[config.mk]
export PLATFORM = sky130hd
export DESIGN_NAME = dmem_initiator
export DESIGN_NICKNAME = d
export VERILOG_FILES = /design/src/rtl/dmem_pkg.sv /design/src/rtl/dmem_op_decode.sv /design/src/rtl/dmem_initiator.sv
export SDC_FILE = /design/constraint.sdc
export NUM_CORES = 1
export LEC_CHECK = 0
export BUFFER_PORTS_ARGS = -buffer_cell sky130_fd_sc_hd__buf_2
export CORE_ASPECT_RATIO = 1.25
export CORE_UTILIZATION = 30
export CTS_CLUSTER_DIAMETER = 100
export DETAILED_ROUTE_END_ITERATION = 8
export SLEW_MARGIN = 40
export SYNTH_ARGS = -nofsm -noshare
export SYNTH_HDL_FRONTEND = slang
export SYNTH_SLANG_ARGS = --single-unit
[constraint.sdc]
create_clock -name clk -period 6.8 [get_ports clk]
set_input_delay 0.68 -clock clk [delete_from_list [all_inputs] [get_ports clk]]
set_output_delay 0.68 -clock clk [all_outputs]
set_load 0.02 [all_outputs]
[src/rtl/dmem_pkg.sv]
// dmem_pkg: shared icode constants, sequencer states and memory size for the data-memory initiator
package dmem_pkg;
  localparam logic [3:0] IRMMOVQ = 4'h4;
  localparam logic [3:0] IMRMOVQ = 4'h5;
  localparam logic [3:0] ICALL = 4'h8;
  localparam logic [3:0] IRET = 4'h9;
  localparam logic [3:0] IPUSHQ = 4'hA;
  localparam logic [3:0] IPOPQ = 4'hB;
  localparam int MEM_BYTES_DEF = 1048576;
  typedef enum logic [1:0] {IDLE, XFER, FIN} state_t;
endpackage

[src/rtl/dmem_op_decode.sv]
// dmem_op_decode: maps a memory-stage icode to direction, address source and write-data source
module dmem_op_decode
  import dmem_pkg::*;
(
  input  logic [3:0]  icode_i,
  input  logic [63:0] val_a_i,
  input  logic [63:0] val_b_i,
  input  logic [63:0] val_e_i,
  input  logic [63:0] val_p_i,
  output logic        is_read_o,
  output logic        is_write_o,
  output logic [63:0] addr_o,
  output logic [63:0] wdata_o
);
  assign is_write_o = icode_i == IRMMOVQ || icode_i == IPUSHQ || icode_i == ICALL;
  assign is_read_o = icode_i == IMRMOVQ || icode_i == IPOPQ || icode_i == IRET;
  assign addr_o = (icode_i == IPOPQ || icode_i == IRET) ? val_b_i : val_e_i;
  assign wdata_o = icode_i == ICALL ? val_p_i : val_a_i;
endmodule

[src/rtl/dmem_initiator.sv]
// dmem_initiator: runs one memory-stage access as eight big-endian byte transactions on a req/ack bus
module dmem_initiator
  import dmem_pkg::*;
#(
  parameter int ADDR_W = 20,
  parameter int MEM_BYTES = MEM_BYTES_DEF,
  parameter int TIMEOUT = 255
) (
  input  logic              clk,
  input  logic              reset,
  input  logic              start,
  input  logic [3:0]        icode,
  input  logic [63:0]       valA,
  input  logic [63:0]       valB,
  input  logic [63:0]       valE,
  input  logic [63:0]       valP,
  output logic              busy,
  output logic              done,
  output logic [63:0]       valM,
  output logic              dmem_error,
  output logic              bus_req,
  output logic              bus_we,
  output logic [ADDR_W-1:0] bus_addr,
  output logic [7:0]        bus_wdata,
  input  logic              bus_ack,
  input  logic [7:0]        bus_rdata
);
  localparam int CW = $clog2(TIMEOUT + 1);
  state_t state_q, state_d;
  logic rd_q, rd_d, we_q, we_d, err_q, err_d;
  logic [ADDR_W-1:0] base_q, base_d;
  logic [63:0] wdata_q, wdata_d, valm_q, valm_d;
  logic [55:0] shadow_q, shadow_d;
  logic [2:0] idx_q, idx_d;
  logic [CW-1:0] cnt_q, cnt_d;
  logic dec_rd, dec_wr, oob;
  logic [63:0] dec_addr, dec_wdata;
  logic [64:0] last_addr;
  dmem_op_decode u_dec (
    .icode_i(icode),
    .val_a_i(valA),
    .val_b_i(valB),
    .val_e_i(valE),
    .val_p_i(valP),
    .is_read_o(dec_rd),
    .is_write_o(dec_wr),
    .addr_o(dec_addr),
    .wdata_o(dec_wdata)
  );
  // 65-bit sum so an address near 2^64 cannot wrap into range
  assign last_addr = {1'b0, dec_addr} + 65'd7;
  assign oob = last_addr > 65'(MEM_BYTES - 1);
  always_comb begin
    state_d = state_q;
    rd_d = rd_q;
    we_d = we_q;
    err_d = err_q;
    base_d = base_q;
    wdata_d = wdata_q;
    valm_d = valm_q;
    shadow_d = shadow_q;
    idx_d = idx_q;
    cnt_d = cnt_q;
    unique case (state_q)
      IDLE: if (start) begin
        rd_d = dec_rd;
        we_d = dec_wr;
        base_d = dec_addr[ADDR_W-1:0];
        wdata_d = dec_wdata;
        idx_d = '0;
        cnt_d = '0;
        err_d = (dec_rd || dec_wr) && oob;
        state_d = (dec_rd || dec_wr) && !oob ? XFER : FIN;
      end
      XFER: if (bus_ack) begin
        cnt_d = '0;
        shadow_d = {shadow_q[47:0], bus_rdata};
        idx_d = idx_q + 3'd1;
        state_d = idx_q == 3'd7 ? FIN : XFER;
        valm_d = idx_q == 3'd7 && rd_q ? {shadow_q, bus_rdata} : valm_q;
      end else if (cnt_q == CW'(TIMEOUT - 1)) begin
        cnt_d = '0;
        err_d = 1'b1;
        state_d = FIN;
      end else begin
        cnt_d = cnt_q + 1'b1;
      end
      FIN: state_d = IDLE;
      default: state_d = IDLE;
    endcase
  end
  always_ff @(posedge clk) begin
    if (reset) begin
      state_q <= IDLE;
      rd_q <= 1'b0;
      we_q <= 1'b0;
      err_q <= 1'b0;
      base_q <= '0;
      wdata_q <= '0;
      valm_q <= '0;
      shadow_q <= '0;
      idx_q <= '0;
      cnt_q <= '0;
    end else begin
      state_q <= state_d;
      rd_q <= rd_d;
      we_q <= we_d;
      err_q <= err_d;
      base_q <= base_d;
      wdata_q <= wdata_d;
      valm_q <= valm_d;
      shadow_q <= shadow_d;
      idx_q <= idx_d;
      cnt_q <= cnt_d;
    end
  end
  assign busy = state_q != IDLE;
  assign done = state_q == FIN;
  assign valM = valm_q;
  assign dmem_error = err_q;
  assign bus_req = state_q == XFER;
  assign bus_we = bus_req && we_q;
  assign bus_addr = bus_req ? base_q + ADDR_W'(idx_q) : '0;
  // ~idx selects byte 7-idx, so idx 0 drives bits 63:56
  assign bus_wdata = bus_req ? wdata_q[{~idx_q, 3'b000} +: 8] : '0;
endmodule

# == Word level (Yosys, flattened, before mapping) ==
# Index checks and enable logic that the tools add are counted.
# totals
elab_cells,74
inputBits,272
ff_bits,220
output_inout_bits,97
# classes
reduce_logical,21
bitwise,1
n_lt_le_gt_ge,1
n_shift,1
addsub,4
n_mux,21
eq_ne,15
# op_table
operator,n
64-bit two-way mux,2
64-bit by 3-bit adder with 65-bit output (second input constant),1
65-bit by 20-bit > comparator with 1-bit output (second input constant),1
64-bit by 7-bit indexed part select with 8-bit output,1
8-bit two-way mux,4
20-bit by 3-bit adder with 20-bit output,1
20-bit two-way mux,1
4-bit equality test (second input constant),4
8-bit case mux with 2 select lines,1
2-bit two-way mux,5
8-bit by 1-bit adder with 8-bit output (second input constant),1
4-bit by 3-bit equality test with 1-bit output (second input constant),2
8-bit equality test (second input constant),1
2-bit AND reduction,4
1-bit logical OR,6
3-bit two-way mux,2
3-bit case mux with 2 select lines,1
3-bit AND reduction,2
1-bit logical AND,4
2-bit by 1-bit != test with 1-bit output (second input constant),2
2-bit != test (second input constant),2
2-bit case mux with 2 select lines,1
4-bit AND reduction,1
2-bit nonzero test,2
10 further kinds,12

# == Depth between registers and ports, before layout ==
# Gate-level depths: netlist of run 1.
# depth
depth_word,10
depth_mapped,20
depth_no_buf,12

# == By module ==
# From an unflattened synthesis of run 1, not the netlist that was laid out.
# unflattened
hier_cells,1490
hier_area_um2,12117.9
# by_module_without_submodules
mod,n_inst,cells_each,area_each_um2
dmem_initiator,1,1342,10219.8
dmem_op_decode,1,148,1898.1

# == Worst setup path before layout of run 1 ==
# Ideal clock, no wire load.
# synth_timing
kind,input to register
from,in icode[3]
to,reg state_q[1]
setup_time_ns,0.117
path_slack_ns,1.215
required_ns,6.683
path_stages,19
n_path_buf,7
arrival_time_ns,5.467
cell_sequence,buf_4 nand3b_2 clkbuf_1 clkbuf_1 clkbuf_1 buf_1 buf_4 clkbuf_1 mux2i_1 ha_1 o211ai_1 o21ai_1 nand4b_2 or4_1 o21a_1 or4_1 nor4_4 nand3_1 a32o_1
# synth_via
elab_chain_cells,10
word_cells_on_any_way,20
cone_classes,add/sub (1); order compare (1); eq/ne (6); mux (4); reduce/logical (8)
# synth_rtl
item,line_no,rtl
start: declaration,dmem_initiator.sv:12,"input logic [3:0] icode,"
4-bit equality test,"dmem_op_decode.sv:16, dmem_op_decode.sv:17",
1-bit logical OR,dmem_op_decode.sv:17,assign addr_o = (icode_i == IPOPQ || icode_i == IRET) ? val_b_i : val_e_i;
64-bit two-way mux,dmem_op_decode.sv:17,
64-bit by 3-bit adder with 65-bit output,dmem_initiator.sv:51,"assign last_addr = {1'b0, dec_addr} + 65'd7;"
65-bit by 20-bit > comparator with 1-bit output,dmem_initiator.sv:52,assign oob = last_addr > 65'(MEM_BYTES - 1);
1-bit zero test,dmem_initiator.sv:73,state_d = (dec_rd || dec_wr) && !oob ? XFER : FIN;
1-bit logical AND *,dmem_initiator.sv:73,
2-bit two-way mux *,dmem_initiator.sv:73,
2-bit two-way mux *,dmem_initiator.sv:65,IDLE: if (start) begin
2-bit case mux with 2 select lines *,dmem_initiator.sv:64,unique case (state_q)
end signal: assignment,dmem_initiator.sv:105,state_q <= state_d;
end: declaration,dmem_initiator.sv:29,"state_t state_q, state_d;"
# Every way passes the cells marked *; elsewhere a longest branch is shown, timed or not. The select of a mux whose other input is x is not followed.
# A chain may end at the register's enable or synchronous reset.

# == Worst setup path in the final report of run 1 ==
# layout_timing
from,in icode[2]
to,reg state_q[1]
# The elaborated chain is that of the path after synthesis.

==> results of run 1 <==
## layer usage
metal / vias to the layer above / share of wire / wire, um
met5: - / 0 / 0
met2: 582 / 0.49 / 24500
met1: 6464 / 0.42 / 20900
li1: 6698 / - / -
met4: 0 / 0.030 / 1500
met3: 86 / 0.057 / 2850
## synthesized netlist by cell type, drive strengths merged, types with 17 or more instances
| library cell | number | area share |
|---|---|---|
| buf | 28 | 0.011 |
| a211oi | 80 | 0.046 |
| nor2 | 183 | 0.053 |
| nor4 | 26 | 0.016 |
| mux2i | 110 | 0.085 |
| clkbuf | 84 | 0.027 |
| xnor2 | 19 | 0.013 |
| a21oi | 143 | 0.055 |
| nor3 | 56 | 0.022 |
| xor2 | 36 | 0.024 |
| nand2 | 338 | 0.097 |
| nand3 | 68 | 0.026 |
| nand4 | 39 | 0.019 |
| inv | 17 | 0.0049 |
| o21ai | 22 | 0.0085 |
| dfxtp | 220 | 0.34 |
## per-stage QoR
| step | utilization | setup slack, ps | cells | instance area, um^2 | hold slack [ps] |
|---|---|---|---|---|---|
| final | 0.379 | 2290 | 2560 | 16100 | 426 |
| after global routing | 0.379 | 2000 | 2560 | 16100 | 415 |
| after CTS | 0.379 | 2290 | 2559 | 16100 | 404 |
| after detailed placement | 0.359 | 1750 | 2515 | 15300 | 444 |
| after global placement | 0.359 | 1800 | 2515 | 15200 | 440 |
| after floorplan | - | 1220 | 1684 | 13000 | 432 |
## sequential cells by signal (all words and copies together), names as in the netlist
signal      cells
we_q            1
rd_q            1
state_q         2
dmem_error      1
base_q         20
shadow_q       56
wdata_q        64
idx_q           3
cnt_q           8
valM           64
## cell families (layout without fill, tap and decap cells)
group | count (synthesis) | count (layout) | share of synthesized area
buffers and inverters | 129 | 446 | 0.0425
adder cells (fa/ha/maj) | 9 | 9 | 0.00923
AND/OR/NAND/NOR | 793 | 793 | 0.282
multiplexers | 131 | 131 | 0.117
XOR/XNOR | 55 | 55 | 0.0370
AO/OA/AOI/OAI | 347 | 347 | 0.175
flip-flops | 220 | 220 | 0.338
## worst max path at each step
stage	slack (ps)	to	from	depth (start not counted)
floorplan	1220	state_q[1]	icode[3]	19
global placement	1800	state_q[1]	icode[2]	14
detailed placement	1750	state_q[1]	icode[2]	14
CTS	2290	state_q[1]	icode[2]	14
global route	2000	state_q[1]	icode[2]	14
finish	2290	state_q[1]	icode[2]	14
## worst max-delay path: cells and delay by family
family | cells | cell delay [ps]
AND/OR/NAND/NOR | 6 | 2430
multiplexers | 1 | 270
buffers and inverters | 2 | 350
adder cells (fa/ha/maj) | 1 | 310
AO/OA/AOI/OAI | 4 | 850
## cell type report
cell class | count | area, um^2
clock buffers | 34 | 679
clock inverters | 10 | 136
fillers | 4485 | 26400
inverters | 17 | 63.8
multi-input cells | 1335 | 8100
flip-flops and latches | 220 | 4410
well taps | 559 | 699
repair buffers | 385 | 2020
## power by group through the flow
stage	Clock, W	Sequential (W)	Combinational (W)
floorplan	0	0.00138	0.000232
global placement	0	0.00139	0.000427
detailed placement	0	0.00139	0.000427
CTS	0.00138	0.00136	0.000428
global route	0.00143	0.00137	0.000470
finish	0.00134	0.00136	0.000433
==> flow_summary.ini, run 1 <==
[global_route]
grt_pass1_wl_mm = 76.7
gr-usage-all-layers = 0.217
use_met3 = 0.0232
grt_busiest_layer = met2
grt_overflow = 0
grt_pass1_vias = 13400
antenna_found_initial = 0
grtUsageMet1 = 0.275
met2_usage = 0.380
grt_max_degree = 129

[critical_path]
r2r_slack_ps = 4010
worstPathRequired_ps = 7200
worst_path_max_delay_cell = or4_1
cp_common_cell = or4_1
rr_endpoint = valM[14]
worstSetupPathType = in2reg
path_cells = buf_2, nand3b_2, mux2i_1, ha_1, o211ai_1, o21ai_1, buf_4, nand4b_2, or4_1, o21a_1, or4_1, nor4_4, nand3_1, a32o_1
cp_max_fo = 15
cp_data_arrival_time_ps = 4910
r2r-start = state_q[1]
worst_r2r_path_depth = 9
critPathLaunchType = primary input
cpPeakStageDelay_ps = 570
end_kind = register

[sta]
maxSlewViolCount = 0
fin_crit_sh = 0.663
fmax_ghz = 0.222
min_period_ps = 4510
hold_violations = 0
tns_ps = 0
slew-limit-headroom = 0.483
skew_ps = 16.7
setup_violations = 0
tightest_slew_ps = 769
rsz0062_at_grt = false

[power]
comb_power_share = 0.138
power_frac_clock = 0.427
p_total_w = 0.00313
p_per_area_mw_per_mm2 = 194
swShare = 0.261
ir_drop_v = 0.000188
seqPwrFrac = 0.435
leakagePower_nw = 6.04
p_int_w = 0.00231
netSwitchingPower_w = 0.000817

[cts]
clockBufferDepth = 3
post_cts_buffers = 0
cts_tree = done
htreeDepth = 1
clkSinkCount = 220
cts_made_buffers = 24
postCtsHoldBufs = 0
clk_latency_ps = 520
path_clk_slew_ps = 60
cts-root-buf = clkbuf_16
cts_resized = 0

[synthesis]
ys_warn_count = 0
yosysUniqueCellTypes = 83
synth_ff_type = dfxtp_1
netlist_instances = 1684
synth_edf_count = 0
syn_area_mm2 = 0.0130
avgSynthCellArea_um2 = 7.73
async_reset_ff_frac = 0
ys_seq_area_frac = 0.338
ys_ff_latch = 220
syn_nets = 1965

[job]
cap_viol_max_count = 0

[floorplanning]
io_pins = 369
initial_utilization = 0.307
core-area_mm2 = 0.0425
dieHeight_um = 235
rows = 84
dieArea_mm2 = 0.0442
die_w_um = 188

[cells_and_area]
nNetsFinal = 2264
diodes = 0
area_growth_pct = 23.7
final_common_cell = buf_2
most-common-layout-cells = buf_2 (367), nand2_1 (337), dfxtp_1 (219)
drive_gt1_frac = 0.236

[route]
vias = 13800
viasPerCell = 5.40
first_pass_iters = 5
post-route-drc-count = 0
drtAntennaViolNets = 0
wl_per_cell_um = 19.4
wirelength_mm = 49.7
drt-initial-drc-count = 1071

[worst_hold_path]
min_to = valM[7]
holdCritStartpoint = bus_rdata[7]
hold_depth = 3
hold_path_class = in2reg

[status]
status = completed

[placement]
io_buffers = 368
globalplace.congestion = 1.02
dp_hpwl_mm = 38.1
No activity file was read; power rests on OpenSTA's default activity.
==> run 2: changes to the inputs <==
ABC_AREA = 1   (was default)
clock period = 4.3 ns   (was 6.8 ns; I/O delays follow)
==> flow_summary.ini, run 2 <==
[status]
status = completed

[floorplanning]
initial_utilization = 0.305
die_w_um = 189
rows = 85
dieHeight_um = 236
io_pins = 369
core-area_mm2 = 0.0432
dieArea_mm2 = 0.0447

[placement]
io_buffers = 368
dp_hpwl_mm = 39.0
globalplace.congestion = 0.962
place_inst = 2982

[global_route]
antenna_found_initial = 2
gr-usage-all-layers = 0.219
grt_pass1_vias = 14100
grt_max_degree = 131
grt_pass1_wl_mm = 77.2
grt_overflow = 0

[power]
ir_drop_v = 0.000288
p_total_w = 0.00537
leakagePower_nw = 7.91
p_per_area_mw_per_mm2 = 332

[critical_path]
r2r-start = idx_q[0]
cp_max_fo = 5
critPathLaunchType = register
worstSetupPathType = reg2out
cp_data_arrival_time_ps = 3460
end_kind = output port
rr_endpoint = valM[2]
path_cells = ha_1, a21oi_1, nor2_1, inv_1, nor2_1, nand2_1, nor2_1, nand2_1, inv_1, nand2_1, nor2_1, nand4_1, nor4_1, nand2_1, nor3_1, nor3_1, buf_2
r2r_slack_ps = 1780
critPathLaunch = idx_q[2]
worst_path_max_delay_cell = dfxtp_1
worst_r2r_path_depth = 8
crit_end = bus_addr[19]
crit_buf_inv = 3
cpPeakStageDelay_ps = 400
critPathTopFamily = simple AND/OR/NAND/NOR gates
path_depth = 17
worstPathRequired_ps = 3870

[cells_and_area]
most-common-layout-cells = nand2_1 (497), nor2_1 (413), buf_2 (368)
final_common_cell = nand2_1
nNetsFinal = 2724
num-fill-cells = 4812
instances_no_fill = 3026
drive_gt1_frac = 0.200
fin_util = 0.374
area_growth_pct = 22.8

[cts]
cts_resized = 0
cts_made_buffers = 24
cts-root-buf = clkbuf_16
postCtsHoldBufs = 0
clk_latency_ps = 530
htreeDepth = 1
path_clk_slew_ps = 60
post_cts_buffers = 0
cts_tree = done
clkSinkCount = 220
clockBufferDepth = 3

[synthesis]
syn_area_mm2 = 0.0132
synth.most_common_cell = nand2_1
avgSynthCellArea_um2 = 6.14
ys_warn_count = 0
synth_edf_count = 0
yosys.area.top_type = dfxtp_1
ys_ff_latch = 220
netlist_instances = 2145
ys_seq_area_frac = 0.335
synth_ff_type = dfxtp_1
yosys-top-cells-count = nand2_1 (498), nor2_1 (416), inv_1 (223)
syn_nets = 2426
synth.top_cells.by_area = dfxtp_1 (33%), nand2_1 (14%), nor2_1 (12%), o21ai_0 (7.3%), inv_1 (6.4%)
async_reset_ff_frac = 0
yosysUniqueCellTypes = 42
yosysTopAreaCellShare = 0.335

[sta]
slew-limit-headroom = 0.463
hold_violations = 0
setup_violations = 0
min_period_ps = 3890
skew_ps = 9.64
fmax_ghz = 0.257
holdWs_ps = 155
rsz0062_at_grt = false
tns_ps = 0
tightest_slew_ps = 804
fin_crit_sh = 0.904
maxSlewViolCount = 0

[route]
wirelength_mm = 50.5
first_pass_iters = 5
drt-initial-drc-count = 763
post-route-drc-count = 0
wl_per_cell_um = 16.7
drtAntennaViolNets = 0
vias = 14800
viasPerCell = 4.90

[worst_hold_path]
hold_depth = 3
hold_path_class = in2reg

[job]
cap_viol_max_count = 0
-- run 2: cell count changes after synthesis, sizes merged, moves of 31 or more --
cell    previous run  this run
nor2             183       443
inv               17       230
o21ai             22       206
nand2            338       512
mux2i            110         0
nand3             68       149
a21oi            143        63
a211oi            80         2
o211ai             8        69
nor3              56        25
-- run 2: kinds of logic (layout without fill, tap and decap cells) --
| kind of cell | count (synthesis) | after routing | share of synthesized area |
|---|---|---|---|
| and+or+nand+nor | 1184 | 1184 | 0.378 |
| AOI/OAI and AO/OA | 364 | 364 | 0.157 |
| buffers and inverters | 345 | 659 | 0.106 |
| other | 0 | 2 | 0 |
| DFF | 220 | 220 | 0.335 |
| adders and majority gates | 9 | 9 | 0.00913 |
| xor gates and xnor gates | 23 | 23 | 0.0153 |
-- run 2: power by group --
| part | internal, W | switching [W] |
|---|---|---|
| Clock | 0.00122 | 0.000847 |
| Combinational | 0.000347 | 0.000673 |
| Sequential | 0.00218 | 0.0000997 |
-- run 2: how the worst min path moves through the flow --
stage	from	to	slack (ps)
6_report	bus_rdata[7]	shadow_q[7]	150
2_1_floorplan	shadow_q[54]	valM[62]	420
3_5_place_dp	shadow_q[55]	valM[63]	430
5_1_grt	bus_rdata[7]	shadow_q[7]	160
4_1_cts	bus_rdata[7]	shadow_q[7]	140
3_3_place_gp	shadow_q[55]	valM[63]	430
-- run 2: metal layers --
layer  global-route usage  vias to the layer above  share of wire
met5                    0                        -              0
met4               0.0770                        0          0.033
met1                0.265                     6751           0.43
met2                0.398                      456           0.49
met3               0.0223                       82          0.043
li1                     -                     7532              -
-- run 2: worst reg2reg max path, stage by stage (launching register included) --
cell and delay (ps):
dfxtp_1 330, buf_4 370, ha_1 240, ha_1 170
nand3_1 120, inv_2 600, buf_4 430, nor2_1 70
nor2_1 120
-- run 2: layout make-up --
type	count	area, um^2	share of cell area
inverters	231	877	0.0543
diodes	2	5.00	0.000310
repair buffers	386	2010	0.125
flip-flops and latches	220	4400	0.273
clock inverters	9	98.8	0.00612
well taps	565	707	0.0437
clock buffers	33	676	0.0418
multi-input cells	1580	7380	0.457
-- run 2: per-stage QoR --
step	area (um^2)	worst slack, ps
floorplan	13200	1300
global placement	15400	475
detailed placement	15400	497
CTS	16200	415
global route	16200	114
finish	16200	411
